### src/rtl/lsu_aligned_if.sv
// Core-side request/response and memory-side bus signals of the aligned load/store unit.
// The slave modport is the LSU's view; master is the core plus memory driving it.
interface lsu_aligned_if #(
  parameter int XLEN   = 32,
  parameter int ADDR_W = 32
);
  logic                req_valid;
  logic                req_ready;
  logic                req_write;
  logic [1:0]          req_size;
  logic                req_unsigned;
  logic [ADDR_W-1:0]   req_addr;
  logic [XLEN-1:0]     req_wdata;

  logic                bus_valid;
  logic                bus_ready;
  logic [ADDR_W-1:0]   bus_addr;
  logic                bus_write;
  logic [XLEN/8-1:0]   bus_byte_en;
  logic [XLEN-1:0]     bus_wdata;
  logic [XLEN-1:0]     bus_rdata;

  logic                resp_valid;
  logic [XLEN-1:0]     resp_rdata;
  logic [1:0]          resp_err;
  logic                busy;

  modport slave (
    input  req_valid, req_write, req_size, req_unsigned, req_addr, req_wdata,
    input  bus_ready, bus_rdata,
    output req_ready, bus_valid, bus_addr, bus_write, bus_byte_en, bus_wdata,
    output resp_valid, resp_rdata, resp_err, busy
  );

  modport master (
    output req_valid, req_write, req_size, req_unsigned, req_addr, req_wdata,
    output bus_ready, bus_rdata,
    input  req_ready, bus_valid, bus_addr, bus_write, bus_byte_en, bus_wdata,
    input  resp_valid, resp_rdata, resp_err, busy
  );
endinterface

### src/rtl/lsu_aligned.sv
// Aligned load/store unit: accept -> bus one cycle later -> one-cycle response after bus_ready
// (errors respond at accept+1); one request in flight, held off with req_ready=0 while busy.
module lsu_aligned #(
  parameter int XLEN    = 32,
  parameter int ADDR_W  = 32,
  parameter int TIMEOUT = 255
) (
  input logic        clk,
  input logic        rst,
  lsu_aligned_if.slave io
);
  localparam int NB    = XLEN / 8;
  localparam int OFF_W = $clog2(NB);
  localparam int CNT_W = (TIMEOUT > 1) ? $clog2(TIMEOUT + 1) : 1;
  localparam logic [CNT_W-1:0] TO_LAST = (TIMEOUT > 0) ? CNT_W'(TIMEOUT - 1) : '0;

  typedef enum logic [1:0] {IDLE, BUS, RESP} state_t;

  state_t            state_q, state_d;
  logic [1:0]        err_q, err_d;
  logic              write_q, uns_q;
  logic [1:0]        size_q;
  logic [ADDR_W-1:0] addr_q;
  logic [NB-1:0]     be_q;
  logic [XLEN-1:0]   wdata_q, rdata_q;
  logic [CNT_W-1:0]  cnt_q;

  logic              rdy, accept, illegal, misal, tmo;
  logic [OFF_W-1:0]  req_off, off_q;
  logic [NB-1:0]     size_be;
  logic [XLEN-1:0]   sh, lmask, ld;
  logic              sbit;

  assign rdy     = (state_q == IDLE) && rst;
  assign accept  = io.req_valid && rdy;
  assign req_off = io.req_addr[OFF_W-1:0];
  assign off_q   = addr_q[OFF_W-1:0];
  assign illegal = (io.req_size == 2'b11) && (XLEN == 32);
  assign tmo     = (TIMEOUT > 0) && (cnt_q == TO_LAST);

  always_comb begin
    misal   = 1'b0;
    size_be = '0;
    case (io.req_size)
      2'b00: begin misal = 1'b0;                  size_be = NB'(8'h01); end
      2'b01: begin misal = io.req_addr[0];        size_be = NB'(8'h03); end
      2'b10: begin misal = |io.req_addr[1:0];     size_be = NB'(8'h0F); end
      default: begin misal = |io.req_addr[2:0];   size_be = NB'(8'hFF); end
    endcase
  end

  // Right-justify the selected lanes, then extend from the access size's top bit.
  always_comb begin
    sh    = io.bus_rdata >> {off_q, 3'b000};
    lmask = '1;
    sbit  = sh[XLEN-1];
    case (size_q)
      2'b00: begin lmask = XLEN'(8'hFF);         sbit = sh[7];  end
      2'b01: begin lmask = XLEN'(16'hFFFF);      sbit = sh[15]; end
      2'b10: begin lmask = XLEN'(32'hFFFF_FFFF); sbit = sh[31]; end
      default: begin lmask = '1;                 sbit = sh[XLEN-1]; end
    endcase
    ld = (sh & lmask) | ((!uns_q && sbit) ? ~lmask : '0);
  end

  always_comb begin
    state_d = state_q;
    err_d   = err_q;
    case (state_q)
      IDLE: begin
        if (accept) begin
          if (illegal) begin
            state_d = RESP;
            err_d   = 2'b11;
          end else if (misal) begin
            state_d = RESP;
            err_d   = 2'b01;
          end else begin
            state_d = BUS;
            err_d   = 2'b00;
          end
        end
      end
      BUS: begin
        // bus_ready takes priority over an expiring timeout in the same cycle.
        if (io.bus_ready) begin
          state_d = RESP;
          err_d   = 2'b00;
        end else if (tmo) begin
          state_d = RESP;
          err_d   = 2'b10;
        end
      end
      default: state_d = IDLE;
    endcase
  end

  always_ff @(posedge clk) begin
    if (!rst) begin
      state_q <= IDLE;
      err_q   <= 2'b00;
      write_q <= 1'b0;
      uns_q   <= 1'b0;
      size_q  <= 2'b00;
      addr_q  <= '0;
      be_q    <= '0;
      wdata_q <= '0;
      rdata_q <= '0;
      cnt_q   <= '0;
    end else begin
      state_q <= state_d;
      err_q   <= err_d;
      cnt_q   <= (state_q == BUS) ? cnt_q + 1'b1 : '0;
      if (accept) begin
        write_q <= io.req_write;
        uns_q   <= io.req_unsigned;
        size_q  <= io.req_size;
        addr_q  <= io.req_addr;
        be_q    <= size_be << req_off;
        wdata_q <= io.req_wdata << {req_off, 3'b000};
        rdata_q <= '0;
      end
      if ((state_q == BUS) && io.bus_ready && !write_q) begin
        rdata_q <= ld;
      end
    end
  end

  assign io.req_ready   = rdy;
  assign io.bus_valid   = (state_q == BUS);
  assign io.bus_write   = io.bus_valid && write_q;
  assign io.bus_byte_en = io.bus_valid ? be_q : '0;
  assign io.bus_addr    = {addr_q[ADDR_W-1:OFF_W], {OFF_W{1'b0}}};
  assign io.bus_wdata   = wdata_q;
  assign io.resp_valid  = (state_q == RESP);
  assign io.resp_rdata  = io.resp_valid ? rdata_q : '0;
  assign io.resp_err    = io.resp_valid ? err_q : 2'b00;
  assign io.busy        = (state_q != IDLE);
endmodule

### src/flat_wrapper.sv
// flat-port wrapper written by rule: the top's interface ports become plain ports
module lsu_aligned_flat 
#(
  parameter int XLEN    = 32,
  parameter int ADDR_W  = 32,
  parameter int TIMEOUT = 255
)
  (clk, rst, io_req_valid, io_req_write, io_req_size, io_req_unsigned, io_req_addr, io_req_wdata, io_bus_ready, io_bus_rdata, io_req_ready, io_bus_valid, io_bus_addr, io_bus_write, io_bus_byte_en, io_bus_wdata, io_resp_valid, io_resp_rdata, io_resp_err, io_busy);
  lsu_aligned_if #(.XLEN(XLEN), .ADDR_W(ADDR_W)) io_i ();
  input logic clk;
  input logic rst;
  input wire logic [$bits(io_i.req_valid)-1:0] io_req_valid;
  input wire logic [$bits(io_i.req_write)-1:0] io_req_write;
  input wire logic [$bits(io_i.req_size)-1:0] io_req_size;
  input wire logic [$bits(io_i.req_unsigned)-1:0] io_req_unsigned;
  input wire logic [$bits(io_i.req_addr)-1:0] io_req_addr;
  input wire logic [$bits(io_i.req_wdata)-1:0] io_req_wdata;
  input wire logic [$bits(io_i.bus_ready)-1:0] io_bus_ready;
  input wire logic [$bits(io_i.bus_rdata)-1:0] io_bus_rdata;
  output wire logic [$bits(io_i.req_ready)-1:0] io_req_ready;
  output wire logic [$bits(io_i.bus_valid)-1:0] io_bus_valid;
  output wire logic [$bits(io_i.bus_addr)-1:0] io_bus_addr;
  output wire logic [$bits(io_i.bus_write)-1:0] io_bus_write;
  output wire logic [$bits(io_i.bus_byte_en)-1:0] io_bus_byte_en;
  output wire logic [$bits(io_i.bus_wdata)-1:0] io_bus_wdata;
  output wire logic [$bits(io_i.resp_valid)-1:0] io_resp_valid;
  output wire logic [$bits(io_i.resp_rdata)-1:0] io_resp_rdata;
  output wire logic [$bits(io_i.resp_err)-1:0] io_resp_err;
  output wire logic [$bits(io_i.busy)-1:0] io_busy;
  assign io_i.req_valid = io_req_valid;
  assign io_i.req_write = io_req_write;
  assign io_i.req_size = io_req_size;
  assign io_i.req_unsigned = io_req_unsigned;
  assign io_i.req_addr = io_req_addr;
  assign io_i.req_wdata = io_req_wdata;
  assign io_i.bus_ready = io_bus_ready;
  assign io_i.bus_rdata = io_bus_rdata;
  assign io_req_ready = io_i.req_ready;
  assign io_bus_valid = io_i.bus_valid;
  assign io_bus_addr = io_i.bus_addr;
  assign io_bus_write = io_i.bus_write;
  assign io_bus_byte_en = io_i.bus_byte_en;
  assign io_bus_wdata = io_i.bus_wdata;
  assign io_resp_valid = io_i.resp_valid;
  assign io_resp_rdata = io_i.resp_rdata;
  assign io_resp_err = io_i.resp_err;
  assign io_busy = io_i.busy;
  lsu_aligned #(.XLEN(XLEN), .ADDR_W(ADDR_W), .TIMEOUT(TIMEOUT)) u_core (.clk(clk), .rst(rst), .io(io_i));
endmodule
### config.mk
export PLATFORM = sky130hd
export DESIGN_NAME = lsu_aligned_flat
export DESIGN_NICKNAME = d
export VERILOG_FILES = /design/src/rtl/lsu_aligned_if.sv /design/src/rtl/lsu_aligned.sv /design/src/flat_wrapper.sv
export SDC_FILE = /design/constraint.sdc
export NUM_CORES = 1
export LEC_CHECK = 0
export BUFFER_PORTS_ARGS = -buffer_cell sky130_fd_sc_hd__clkbuf_2
export CAP_MARGIN = 20
export CORE_MARGIN = 2
export CORE_UTILIZATION = 45
export CTS_CLUSTER_DIAMETER = 30
export CTS_CLUSTER_SIZE = 14
export DETAILED_ROUTE_END_ITERATION = 7
export PLACE_DENSITY = 0.71
export SLEW_MARGIN = 30
export SYNTH_ARGS = -nofsm -noshare
export SYNTH_HDL_FRONTEND = slang
export SYNTH_SLANG_ARGS = --single-unit
### constraint.sdc
create_clock -name clk -period 4.6 [get_ports clk]
set_input_delay 0.46 -clock clk [delete_from_list [all_inputs] [get_ports clk]]
set_output_delay 0.46 -clock clk [all_outputs]
set_load 0.01 [all_outputs]
==> Implementation_results.wiki <==
{| class="wikitable"
! Metric !! Value
|-
| Cells after synthesis || 680
|-
| Relative slew slack || 43.93%
|-
| Number of levels in the clock H-tree || 4
|-
| Fmax || 425.4 MHz
|-
| Class of the tightest hold or removal check || input port to register
|-
| Critical path startpoint category || input port
|-
| Gates resized, CTS repair || 0
|-
| Final worst clock skew || 0.006919 ns
|-
| Leakage power figure || 3.060 nW
|-
| Number of synthesized flops with an enable pin || 0
|-
| Post-layout utilization of the core || 57.86%
|-
| # diodes || 0
|-
| Wire length of the first global-routing pass || 24560 µm
|-
| Critical Path Most Common Cell || sky130_fd_sc_hd__clkbuf_2
|-
| Fin. Hold Viols || 0
|-
| DRC errors left || 0
|-
| Share of post-route cells with drive strength above 1 || 32.10%
|-
| Maximum Capacitance Violations || 0
|-
| All-Layer GR Usage || 23.44%
|-
| Power per cell area || 379.8 nW/µm²
|-
| Number of I/O pins || 211
|-
| Horizontal die dimension || 115.6 µm
|-
| Aggregate global routing overflow || 0
|-
| Detailed-placement wirelength estimate || 11280 µm
|-
| Post-CTS setup-driven buffer insertion count || 0
|-
| DP Worst Slack || 2.033 ns
|-
| Number of buffers added on ports || 208
|-
| Die outline height || 115.6 µm
|-
| Worst-margin pin slew || 0.8398 ns
|-
| Clock slew seen by the registers of the worst setup and hold paths || 0.05 ns
|-
| Register Area || 2323 µm²
|-
| End of the worst register-to-register path || u_core.io.bus_wdata[15]
|-
| Highest fanout seen on the critical path || 50
|-
| RSZ-0062 raised after global routing || no
|-
| Worst path setup slack after routing || 2.249 ns
|-
| Count of fill cells added during filler insertion || 1094
|-
| Post-layout total power || 2.651 mW
|-
| Critical path's slowest cell || sky130_fd_sc_hd__inv_2
|-
| TritonCTS clock tree || yes
|-
| Length in cells of the worst reg-to-reg path || 5
|-
| Final wirelength || 15790 µm
|-
| Area of the placeable core || 12060 µm²
|-
| Number of clock buffers inserted by TritonCTS || 17
|-
| Status || finished, final reports clean
|-
| R2R setup slack || 2.56 ns
|-
| WP data required || 4.14 ns
|-
| Cell area after synthesis || 5602 µm²
|-
| Seq/Total Area, Yosys || 41.46%
|-
| Critical setup path kind || input port to primary output
|-
| Drt first pass iters || 6
|-
| Drt initial violations || 403
|-
| Global placement routability congestion || 0.8680
|-
| Later-pin clock latency in the skew report || 0.41 ns
|-
| Period utilisation layout || 51.10%
|-
| Post-synthesis cell type count || 51
|-
| Initial core utilization || 46.44%
|-
| Clock root buffer master || sky130_fd_sc_hd__clkbuf_16
|-
| Post-CTS Hold Buffers || 0
|-
| Worst setup path startpoint || rst
|-
| Setup TNS after final layout || 0 ns
|-
| Data arrival at the endpoint of the critical path || 1.89 ns
|-
| Average cell area after synthesis || 8.238 µm²
|-
| Min Tclk post-route || 2.351 ns
|-
| Maximum number of pins on one net before global-route repair || 54
|-
| Largest incremental delay on the critical path || 0.76 ns
|-
| Number of cell rows || 40
|-
| Fin nets || 934
|-
| Final ANT Viol Nets || 0
|-
| Crit path capture || io_req_ready
|-
| CP delay by family, top || buffers and inverters
|-
| Highest-count cells in the layout ignoring fill and taps || sky130_fd_sc_hd__clkbuf_2 (208), sky130_fd_sc_hd__dfxtp_1 (115), sky130_fd_sc_hd__nand2_1 (103)
|-
| Max-slew violation total from the final report || 0
|-
| Series of cell instances along the critical path || clkbuf_2 -> inv_2 -> nor2_1 -> clkbuf_2
|-
| Reg-to-reg critical path startpoint || u_core.state_q[0]
|-
| Non-Filler Instances || 1006
|-
| Commonest non-fill, non-tap cell in the layout || sky130_fd_sc_hd__clkbuf_2
|-
| Number of vias after detailed routing || 5373
|-
| Post-synthesis register bit count || 116
|-
| Worst Setup End Kind || primary output
|-
| Number of antenna violations at the first check in global routing || 0
|-
| Via density per instance || 5.341
|-
| Count of endpoints failing setup in the final report || 0
|-
| Multi-input gate area in the final layout || 2796 µm²
|-
| Number of clock sinks seen by CTS || 116
|-
| Overall die area || 13360 µm²
|-
| YS warnings || 0
|-
| Crit path buffers/inverters || 3
|-
| Fraction of synthesis flops using an asynchronous set or reset pin || 0%
|-
| Number of gates on the worst path with buffers counted || 4
|-
| Area added between synthesis and finish || 24.59%
|-
| Largest voltage drop on the vdd net || 0.2295 mV
|-
| Number of cells after detailed placement || 977
|-
| Detail-routed net length per standard cell || 15.69 µm
|-
| Primary FF master, synth || sky130_fd_sc_hd__dfxtp_1
|-
| Deepest clock path buffer count || 2
|-
| Via count of the first global-routing pass || 5050
|}
==> where the power goes <==
group | internal [mW] | switching [mW]
combinational | 0.136 | 0.203
clock | 0.800 | 0.423
sequential | 1.06 | 0.0342
==> how the worst min path moves through the flow <==
stage	startpoint	endpoint	slack (ns)	cells after the start
after detailed placement	u_core.be_q[0]	u_core.be_q[0]	0.45	2
after CTS	io_req_addr[17]	u_core.addr_q[17]	0.26	3
final	io_req_addr[17]	u_core.addr_q[17]	0.28	3
after global placement	u_core.be_q[1]	u_core.be_q[1]	0.44	2
after global routing	io_req_addr[17]	u_core.addr_q[17]	0.26	3
after floorplan	u_core.be_q[1]	u_core.be_q[1]	0.43	2
==> flip-flops by register name (all words and copies together) (netlist names) <==
| signal | flops |
|---|---|
| u_core.rdata_q | 32 |
| u_core.write_q | 1 |
| u_core.err_q | 2 |
| u_core.io.bus_wdata | 32 |
| u_core.cnt_q | 8 |
| u_core.state_q | 2 |
| u_core.be_q | 4 |
| u_core.uns_q | 1 |
| u_core.addr_q | 32 |
| u_core.size_q | 2 |
==> final cells by class <==
type	instances	area share (%)
multi-input combinational	476	40.07
sequential	116	33.29
timing repair buffer	214	15.56
clock buffer	24	7.189
tap	168	3.012
clock inverter	5	0.7171
inverter	3	0.1613
==> per-stage QoR <==
| step | hold slack (ns) | cell area [µm²] |
|---|---|---|
| after global routing | 0.2591 | 6979 |
| final | 0.2760 | 6979 |
| after detailed placement | 0.4490 | 6427 |
| after floorplan | 0.4273 | 5605 |
| after CTS | 0.2564 | 6979 |
| after global placement | 0.4414 | 6426 |
==> synth_stat cells (all sizes together), types with 2 or more instances <==
master / number / share of area (%)
and4bb: 2 / 0.51
ha: 2 / 0.45
clkbuf: 23 / 1.5
a211o: 8 / 1.3
nand2: 103 / 6.9
a211oi: 2 / 0.27
nand3: 29 / 2.6
o21ai: 53 / 4.7
buf: 63 / 7.2
a32oi: 7 / 1.1
nor3: 10 / 0.98
a22oi: 18 / 2.4
a22o: 8 / 1.3
mux2i: 25 / 4.5
a21oi: 77 / 6.9
dfxtp: 116 / 41
inv: 3 / 0.20
xor2: 3 / 0.47
or3: 4 / 0.45
nor2: 39 / 2.7
and2: 39 / 4.4
nor2b: 11 / 1.2
mux2: 16 / 3.2
==> metal layers <==
layer	track usage (%)	vias up	part of all wire (%)
met5	0	-	0
met3	6.695	29	7.1
met2	38.75	224	49
met4	9.799	0	2.4
met1	28.69	2500	42
li1	-	2620	-
==> worst min-delay path: stages <==
cell                       delay, ns
sky130_fd_sc_hd__clkbuf_2       0.08
sky130_fd_sc_hd__nand2_1        0.04
sky130_fd_sc_hd__a21oi_1        0.05
==> kinds of logic (layout without fill, tap and decap cells) <==
family | count (synthesis) | after routing | share of synthesized area, %
AOI/OAI and AO/OA | 180 | 180 | 19.21
xor gates and xnor gates | 4 | 4 | 0.6255
adders and majority gates | 2 | 2 | 0.4467
buffers and inverters | 89 | 246 | 8.979
DFF | 116 | 116 | 41.46
muxes | 42 | 42 | 8.086
other | 1 | 2 | 0.06694
and+or+nand+nor | 246 | 246 | 21.13
No activity file was read; power rests on OpenSTA's default activity.
